===== src/rtl/imem_loader_if.sv =====
// Byte-stream and imem write-port bundle for imem_loader.
// A byte moves on a posedge where byte_valid && byte_ready; byte_data is only meaningful then.
interface imem_loader_if #(
    parameter int ADDR_W = 5
);
    logic              start;
    logic              byte_valid;
    logic [7:0]        byte_data;
    logic              byte_ready;
    logic              imem_we;
    logic [ADDR_W-1:0] imem_waddr;
    logic [31:0]       imem_wdata;

    modport master (
        output start, byte_valid, byte_data,
        input  byte_ready, imem_we, imem_waddr, imem_wdata
    );

    modport slave (
        input  start, byte_valid, byte_data,
        output byte_ready, imem_we, imem_waddr, imem_wdata
    );
endinterface


===== src/rtl/imem_loader.sv =====
// Loads a length-prefixed byte stream into imem as big-endian words and holds the core until done.
// Optional trailing XOR checksum byte is enabled by defining CHECKSUM_EN.
module imem_loader #(
    parameter int DEPTH  = 32,
    parameter int ADDR_W = 5
) (
    input  logic              clk,
    input  logic              reset_n,
    imem_loader_if.slave      bus,
    output logic              cpu_hold_o,
    output logic              done_o,
    output logic              error_o,
    output logic [ADDR_W:0]   word_count_o,
    output logic [2:0]        state_o
);

    typedef enum logic [2:0] {
        S_IDLE   = 3'd0,
        S_LEN_HI = 3'd1,
        S_LEN_LO = 3'd2,
        S_DATA   = 3'd3,
        S_DONE   = 3'd5,
        S_ERR    = 3'd6
`ifdef CHECKSUM_EN
        , S_CHK  = 3'd4
`endif
    } state_t;

    state_t            state_q, state_d;
    logic [7:0]        len_hi_q, len_hi_d;
    logic [ADDR_W:0]   n_q, n_d;
    logic [1:0]        idx_q, idx_d;
    logic [23:0]       asm_q, asm_d;
    logic              we_q, we_d;
    logic [ADDR_W-1:0] waddr_q, waddr_d;
    logic [31:0]       wdata_q, wdata_d;
    logic              hold_q, hold_d;
    logic              done_q, done_d;
    logic              error_q, error_d;
    logic [ADDR_W:0]   wc_q, wc_d;
`ifdef CHECKSUM_EN
    logic [7:0]        xor_q, xor_d;
`else
    logic              fin_q, fin_d;
`endif

    logic        ready;
    logic        xfer;
    logic [15:0] len16;

    assign ready = (state_q == S_LEN_HI) || (state_q == S_LEN_LO) || (state_q == S_DATA)
`ifdef CHECKSUM_EN
                   || (state_q == S_CHK)
`endif
                   ;
    assign xfer  = bus.byte_valid && ready;
    assign len16 = {len_hi_q, bus.byte_data};

    always_comb begin
        state_d  = state_q;
        len_hi_d = len_hi_q;
        n_d      = n_q;
        idx_d    = idx_q;
        asm_d    = asm_q;
        we_d     = 1'b0;
        waddr_d  = waddr_q;
        wdata_d  = wdata_q;
        hold_d   = hold_q;
        done_d   = done_q;
        error_d  = error_q;
        wc_d     = wc_q;
`ifdef CHECKSUM_EN
        xor_d    = xor_q;
`else
        fin_d    = fin_q;
`endif
        case (state_q)
            S_IDLE, S_DONE, S_ERR: begin
                if (bus.start) begin
                    state_d = S_LEN_HI;
                    done_d  = 1'b0;
                    error_d = 1'b0;
                    wc_d    = '0;
                    hold_d  = 1'b1;
                    idx_d   = '0;
`ifdef CHECKSUM_EN
                    xor_d   = '0;
`else
                    fin_d   = 1'b0;
`endif
                end
            end
            S_LEN_HI: begin
                if (xfer) begin
                    len_hi_d = bus.byte_data;
                    state_d  = S_LEN_LO;
                end
            end
            S_LEN_LO: begin
                if (xfer) begin
                    if (len16 == 16'd0 || len16 > 16'(DEPTH)) begin
                        state_d = S_ERR;
                        error_d = 1'b1;
                    end else begin
                        n_d     = len16[ADDR_W:0];
                        state_d = S_DATA;
                    end
                end
            end
            S_DATA: begin
`ifndef CHECKSUM_EN
                // Stay one cycle after the last word so done follows its write strobe.
                if (fin_q) begin
                    state_d = S_DONE;
                    done_d  = 1'b1;
                    hold_d  = 1'b0;
                end else
`endif
                if (xfer) begin
                    idx_d = idx_q + 2'd1;
`ifdef CHECKSUM_EN
                    xor_d = xor_q ^ bus.byte_data;
`endif
                    if (idx_q == 2'd3) begin
                        we_d    = 1'b1;
                        waddr_d = wc_q[ADDR_W-1:0];
                        wdata_d = {asm_q, bus.byte_data};
                        wc_d    = wc_q + 1'b1;
                        if ((wc_q + 1'b1) == n_q) begin
`ifdef CHECKSUM_EN
                            state_d = S_CHK;
`else
                            fin_d   = 1'b1;
`endif
                        end
                    end else begin
                        asm_d = {asm_q[15:0], bus.byte_data};
                    end
                end
            end
`ifdef CHECKSUM_EN
            S_CHK: begin
                if (xfer) begin
                    if (bus.byte_data == xor_q) begin
                        state_d = S_DONE;
                        done_d  = 1'b1;
                        hold_d  = 1'b0;
                    end else begin
                        state_d = S_ERR;
                        error_d = 1'b1;
                    end
                end
            end
`endif
            default: state_d = S_IDLE;
        endcase
    end

    always_ff @(posedge clk) begin
        if (!reset_n) begin
            state_q  <= S_IDLE;
            len_hi_q <= '0;
            n_q      <= '0;
            idx_q    <= '0;
            asm_q    <= '0;
            we_q     <= 1'b0;
            waddr_q  <= '0;
            wdata_q  <= '0;
            hold_q   <= 1'b1;
            done_q   <= 1'b0;
            error_q  <= 1'b0;
            wc_q     <= '0;
`ifdef CHECKSUM_EN
            xor_q    <= '0;
`else
            fin_q    <= 1'b0;
`endif
        end else begin
            state_q  <= state_d;
            len_hi_q <= len_hi_d;
            n_q      <= n_d;
            idx_q    <= idx_d;
            asm_q    <= asm_d;
            we_q     <= we_d;
            waddr_q  <= waddr_d;
            wdata_q  <= wdata_d;
            hold_q   <= hold_d;
            done_q   <= done_d;
            error_q  <= error_d;
            wc_q     <= wc_d;
`ifdef CHECKSUM_EN
            xor_q    <= xor_d;
`else
            fin_q    <= fin_d;
`endif
        end
    end

    assign bus.byte_ready = ready;
    assign bus.imem_we    = we_q;
    assign bus.imem_waddr = waddr_q;
    assign bus.imem_wdata = wdata_q;
    assign cpu_hold_o     = hold_q;
    assign done_o         = done_q;
    assign error_o        = error_q;
    assign word_count_o   = wc_q;
    assign state_o        = state_q;

endmodule


===== src/flat_wrapper.sv =====
// flat-port wrapper written by rule: the top's interface ports become plain ports
module imem_loader_flat 
#(
    parameter int DEPTH  = 32,
    parameter int ADDR_W = 5
)
  (clk, reset_n, cpu_hold_o, done_o, error_o, word_count_o, state_o, bus_start, bus_byte_valid, bus_byte_data, bus_byte_ready, bus_imem_we, bus_imem_waddr, bus_imem_wdata);
  imem_loader_if #(.ADDR_W(ADDR_W)) bus_i ();
  input  logic clk;
  input  logic reset_n;
  output logic cpu_hold_o;
  output logic done_o;
  output logic error_o;
  output logic [ADDR_W:0] word_count_o;
  output logic [2:0] state_o;
  input wire logic [$bits(bus_i.start)-1:0] bus_start;
  input wire logic [$bits(bus_i.byte_valid)-1:0] bus_byte_valid;
  input wire logic [$bits(bus_i.byte_data)-1:0] bus_byte_data;
  output wire logic [$bits(bus_i.byte_ready)-1:0] bus_byte_ready;
  output wire logic [$bits(bus_i.imem_we)-1:0] bus_imem_we;
  output wire logic [$bits(bus_i.imem_waddr)-1:0] bus_imem_waddr;
  output wire logic [$bits(bus_i.imem_wdata)-1:0] bus_imem_wdata;
  assign bus_i.start = bus_start;
  assign bus_i.byte_valid = bus_byte_valid;
  assign bus_i.byte_data = bus_byte_data;
  assign bus_byte_ready = bus_i.byte_ready;
  assign bus_imem_we = bus_i.imem_we;
  assign bus_imem_waddr = bus_i.imem_waddr;
  assign bus_imem_wdata = bus_i.imem_wdata;
  imem_loader #(.DEPTH(DEPTH), .ADDR_W(ADDR_W)) u_core (.clk(clk), .reset_n(reset_n), .bus(bus_i), .cpu_hold_o(cpu_hold_o), .done_o(done_o), .error_o(error_o), .word_count_o(word_count_o), .state_o(state_o));
endmodule

===== config.mk =====
export PLATFORM = sky130hd
export DESIGN_NAME = imem_loader_flat
export DESIGN_NICKNAME = d
export VERILOG_FILES = /design/src/rtl/imem_loader_if.sv /design/src/rtl/imem_loader.sv /design/src/flat_wrapper.sv
export SDC_FILE = /design/constraint.sdc
export NUM_CORES = 1
export LEC_CHECK = 0
export ABC_AREA = 1
export CAP_MARGIN = 20
export CORE_MARGIN = 2
export CORE_UTILIZATION = 45
export DETAILED_ROUTE_END_ITERATION = 6
export PLACE_DENSITY = 0.72
export SYNTH_ARGS = -nofsm -noshare
export SYNTH_HDL_FRONTEND = slang
export SYNTH_SLANG_ARGS = --single-unit

===== constraint.sdc =====
create_clock -name clk -period 1.56 [get_ports clk]
set_input_delay 0.312 -clock clk [delete_from_list [all_inputs] [get_ports clk]]
set_output_delay 0.312 -clock clk [all_outputs]
set_load 0.01 [all_outputs]

Word-level counts from Yosys, hierarchy flattened
Cells that the tools add are included.

Register bits: 91. Bits of input ports: 12. Logic and storage cells: 87. Output and inout bits: 51.

Reductions and logical operators: 20. $lt $le $gt $ge: 1. Bitwise gates (word level): 6. Equal/unequal tests: 15. Add/sub/neg operators: 2. Muxes and demuxes: 30.

Operators with widths (count): 6-bit 2-to-1 mux (4); 4-bit AND reduction (5); 16-bit by 6-bit greater-than comparator with 1-bit output, second input constant (1); 16-bit zero test (1); 3-bit 2-to-1 mux (5); 3-bit one-hot mux with 4 select lines (1); 6-bit one-hot mux with 2 select lines (1); 1-bit 2-to-1 mux (11); 2-bit by 1-bit != test with 1-bit output, second input constant (4); 2-bit != test, second input constant (4); 1-bit one-hot mux with 2 select lines (4); 6-bit by 1-bit adder with 6-bit output, second input constant (1); 3-bit by 2-bit equality test with 1-bit output, second input constant (2); 3-bit equality test, second input constant (2); 6-bit equality test (1); 2-bit 2-to-1 mux (3); 1-bit inverter (6); 3-bit AND reduction (2); 5-bit AND reduction (1); 2-bit one-hot mux with 2 select lines (1); 2-bit AND reduction (2); 2-bit nonzero test (2); 4-bit OR reduction (1); 3-bit by 1-bit equality test with 1-bit output, second input constant (1); 6 further kinds (8).

Logic depth before layout (Yosys ltp)
Depth in word-level cells: 7. Mapped depth: 10. Gate-level depth less buffers: 10.

Worst setup path after synthesis
No wires, ideal clock.

Path type: reg-to-reg. Start point: reg u_core.state_q[0], in the netlist u_core.state_o[0]. End point: reg u_core.wdata_q[28], in the netlist u_core.bus.imem_wdata[28]. Data arrival time: 1.513 ns. Cell stages (with the launch flop): 8. Setup slack: -0.069 ns. Buffers on the path: 2. Required time: 1.444 ns. Clock period less this slack: 1.629 ns. Cell sequence: dfxtp_1 > inv_2 > nor3_4 > nand4_2 > buf_6 > buf_6 > o21ai_0 > nor2_1.

Word-level cells in the longest chain between the ends: 5. Elaborated cells on any way between the ends: 7. Classes of those cells: 3 x eq/ne; 4 x reduce/logical.

RTL lines: start: declaration (line imem_loader.sv:29) `state_t state_q, state_d;`; start signal: assignment (line imem_loader.sv:179) `state_q <= state_d;`; 3-bit by 1-bit equality test with 1-bit output / 3-bit by 2-bit equality test with 1-bit output (equally long branches) (line imem_loader.sv:51) `assign ready = (state_q == S_LEN_HI) || (state_q == S_LEN_LO) || (state_q == S_DATA)`; 1-bit logical OR (2 in a row) (line imem_loader.sv:51); 1-bit logical AND (line imem_loader.sv:56) `assign xfer = bus.byte_valid && ready;`; 4-bit AND reduction (no source line) *; end signal: assignment (line imem_loader.sv:186) `wdata_q <= wdata_d;`; end: declaration (line imem_loader.sv:36) `logic [31:0] wdata_q, wdata_d;`.

Every way passes the cells marked *; elsewhere a longest branch is shown, timed or not. A chain may end at the register's enable or synchronous reset.

Worst setup path after layout
Start point: reg u_core.state_q[0], in the netlist u_core.state_o[0]. End point: reg u_core.asm_q[16].

Word-level cells in the longest chain between the ends: 5. Elaborated cells on any way between the ends: 7. Classes of those cells: 3 x eq/ne; 4 x reduce/logical.

RTL lines: 3-bit by 1-bit equality test with 1-bit output / 3-bit by 2-bit equality test with 1-bit output (equally long branches) (line imem_loader.sv:51); 1-bit logical OR (2 in a row) (line imem_loader.sv:51); 1-bit logical AND (line imem_loader.sv:56); 4-bit AND reduction (no source line) *; end signal: assignment (line imem_loader.sv:183) `asm_q <= asm_d;`; end: declaration (line imem_loader.sv:33) `logic [23:0] asm_q, asm_d;`.

Marked as above.

==> results.md <==
- Avg Synthesized Cell Area: roughly 7.4 um2
- Synth warn: 0
- H-tree depth: 3
- Synth async-reset ratio: 0
- Slew margin rel.: 0.7419
- Post-Route Skew: ~0.0087 ns
- Hold path startpoint: reset_n
- CTS max path bufs: 2
- Routed WL: about 9.1 mm
- Critical path, cell by cell: inv_4 -> nor3_4 -> buf_6 -> nand3_4 -> nor2_8 -> buf_12 -> clkbuf_16 -> o21ai_1 -> nor2_1
- Clock network power share: 0.256
- Number of CTS-inserted buffers: 9
- Mux cell area share after synthesis: 0
- Total Nets Final: 626
- Syn_nets: approximately 520
- CP Max Fanout: 8
- Drt first pass iters: 4
- WP data required: 1.86 ns
- Status: completed
- RSZ-0062 raised after global routing: true
- Compound-Gate Fraction of Synth Area: 0.1379
- Maximum vdd drop: 632.9 uV
- Flop2flop setup slack: 0.002 ns
- Final Setup Violations: 0
- Hpwl dp: approximately 6.3 mm
- Slew @ Worst Pin: 0.3871 ns
- CP Launch Type: flop
- WL per Instance: 12.56 um
- Top cells by count, synth: nor2_1 (140), dfxtp_1 (91), nand2_1 (69)
- Synth cell types: 26
- Buf+Inv Stages, Crit Path: 4
- # DRC: 0
- Slew Limit Fails: 0
- Die Width: approximately 95 um
- Dominant cells by area after synthesis: dfxtp_1 (49%), nor2_1 (14%), o21ai_0 (7.8%)
- Hold Vio Cnt, Final: 0
- Hold_buf cts: 0
- GRT Util Overall: 0.2009
- Reg clk slew, reported paths: 0.09 ns
- Critical register-to-register path startpoint: u_core.state_o[0]
- Number of synthesized flops with an enable pin: 0
- Switching Power: 1.976 mW
- CP max stage delay: 0.40 ns
- Part of the power in registers: 0.453
- Xor/xnor share of the synthesized area: 0.01171
- Die Height: 95.15 um
- Vias in the first global route: 3219
- Share of cells above drive strength 1: 0.1815
- Via/cell ratio: 4.902
- Type of element capturing the critical path: flop
- Adder-Cell Fraction of Synth Area: 0.006693
- Mapped cell area: 3739 um2
- CTS root buffer: clkbuf_8
- Initial antenna violation count: 0
- Max-cap violations: 0
- Tcrit/Tclk final: 0.9986
- Crit path launch: u_core.state_o[0]
- CTS tree: built
- Port-buffer cells: 62
- Clock net sink count: 91
- Internal cell power: a little under 4 mW
- Power density over cell area: ~1100 nW/um2
- GR Overflow Total: 0
- Seq/Total Area, Yosys: 0.4873
- Pin count of the biggest net entering global routing: 31
- Synthesized flop and latch total: 91
- Switching Share: 0.3337
- CP top delay family: simple AND/OR/NAND/NOR gates
- Fill count: 728
- ANT cells: 0
- Post-synthesis simple-gate area fraction: 0.2671
- Fmax: between 0.6 and 0.7 GHz
- Largest family of logic cells by synthesized area: simple AND/OR/NAND/NOR gates
- Hold Slack: 0.3620 ns
- Slowest CP cell: dfxtp_4
- Synth top area share: 0.4873
- Post-synth top area cell: dfxtp_1
- Post-synth top flop: dfxtp_1
- Initial Util: 0.4596
- Later-pin clock latency in the skew report: 0.36 ns
- Die ar.: 9054 um2
- WP data arrival: 1.86 ns
- # rows: 33
- IO Pins: 63
- Min Tclk post-route: 1.558 ns
- Most frequent cell after synthesis: nor2_1
- Via count: between 3000 and 4000
- HP Class: primary input to flop
- GP Congestion: 0.8823
- Area growth from synthesis to layout: 38.35%
- Drt initial violations: 96
- Cells after synthesis: 507
- Core area: 8134 um2
- DRT antenna net count: 0
- Utilization after layout: 0.6359
- Critical setup path kind: flop to flop
- First-pass GRT wire length: 14.35 mm
- Combinational fraction of design power: 0.291
- Lkg Pwr: approximately 2.7 nW
[cell usage in the layout (no fill, tap or decap), drive strengths merged, types with 4 or more instances in the layout]
cell type / netlist / final
a21oi: 25 / 25
nand4: 5 / 5
dfxtp: 91 / 91
clkinv: 0 / 4
nand3: 22 / 22
inv: 44 / 47
xor2: 4 / 4
o21ai: 73 / 73
buf: 13 / 53
clkdlybuf4s50: 0 / 11
nor2: 141 / 141
nand2: 69 / 69
dlygate4sd2: 0 / 33
dlymetal6s2s: 0 / 16
clkbuf: 11 / 13
[routing by layer]
metal | track usage | routed length (um) | vias up
met5 | 0 | 0 | -
met4 | 0.09179 | 172 | 0
met3 | 0.04348 | 396 | 20
met2 | 0.3286 | 4545 | 81
met1 | 0.2532 | 3954 | 1614
li1 | - | - | 1824
[power by group through the flow]
stage	sequential, mW	combinational, mW	clock [mW]
after floorplan	2.75	0.860	0
after global placement	2.71	1.60	0
after detailed placement	2.71	1.64	0
after CTS	2.67	1.59	1.54
after global routing	2.71	1.94	1.64
final	2.68	1.72	1.51
[worst register-to-register path: stages (launching register included)]
cell and delay, ns:
dfxtp_4 0.40, inv_4 0.04, nor3_4 0.22, buf_6 0.15, nand3_4 0.09, nor2_8 0.14, buf_12 0.14, clkbuf_16 0.15
o21ai_1 0.06, nor2_1 0.10
[area by class of cell]
type	count	area [um2]	area share
sequential	91	1834	0.3546
multi-input combinational	348	1669	0.3227
timing repair buffer	116	1155	0.2233
inverter	44	180.2	0.03483
clock buffer	10	137.6	0.02661
tap	105	131.4	0.02540
clock inverter	6	47.55	0.009192
timing repair inverter	2	17.52	0.003387
[state kept, by name, indices dropped and copies added, names as in the netlist, 2 cells and up]
signal and flops:
u_core.len_hi_q 8, u_core.bus.imem_waddr 5, u_core.asm_q 24, u_core.n_q 6, u_core.bus.imem_wdata 32, u_core.word_count_o 6
u_core.idx_q 2, u_core.state_o 3
[worst paths after layout]
path,to,cells past startpoint
hold / removal,u_core.n_q[3],3
hold reg to reg,u_core.cpu_hold_o,2
setup / recovery,u_core.asm_q[16],9
setup reg to reg,u_core.asm_q[16],9
[logic make-up (layout without fill, tap and decap cells)]
| logic type | after synthesis | count (layout) |
|---|---|---|
| compound gates | 100 | 100 |
| simple gates | 241 | 241 |
| buf+inv | 68 | 178 |
| flops | 91 | 91 |
| xor+xnor | 5 | 5 |
| fa+ha+maj | 2 | 2 |
[stage by stage]
stage / cells / area [um2] / setup WS, ns / TNS [ns] / total power, mW
2_1_floorplan: 507 / 3742 / 0.01457 / 0 / 3.607
3_3_place_gp: 694 / 4701 / -0.2360 / -5.694 / 4.312
3_5_place_dp: 694 / 4701 / -0.3164 / -6.856 / 4.347
4_1_cts: 710 / 4853 / 0.0004553 / 0 / 5.798
5_1_grt: 722 / 5172 / -0.09857 / -1.190 / 6.288
6_report: 722 / 5172 / 0.002257 / 0 / 5.921
[repair_timing]
item	in CTS	in global routing
setup endpoints to repair	34	68
resized for setup	41	70
cloned	0	4
pin swaps	0	9
buffers inserted	0	8
(Power assumes the default switching activity.)
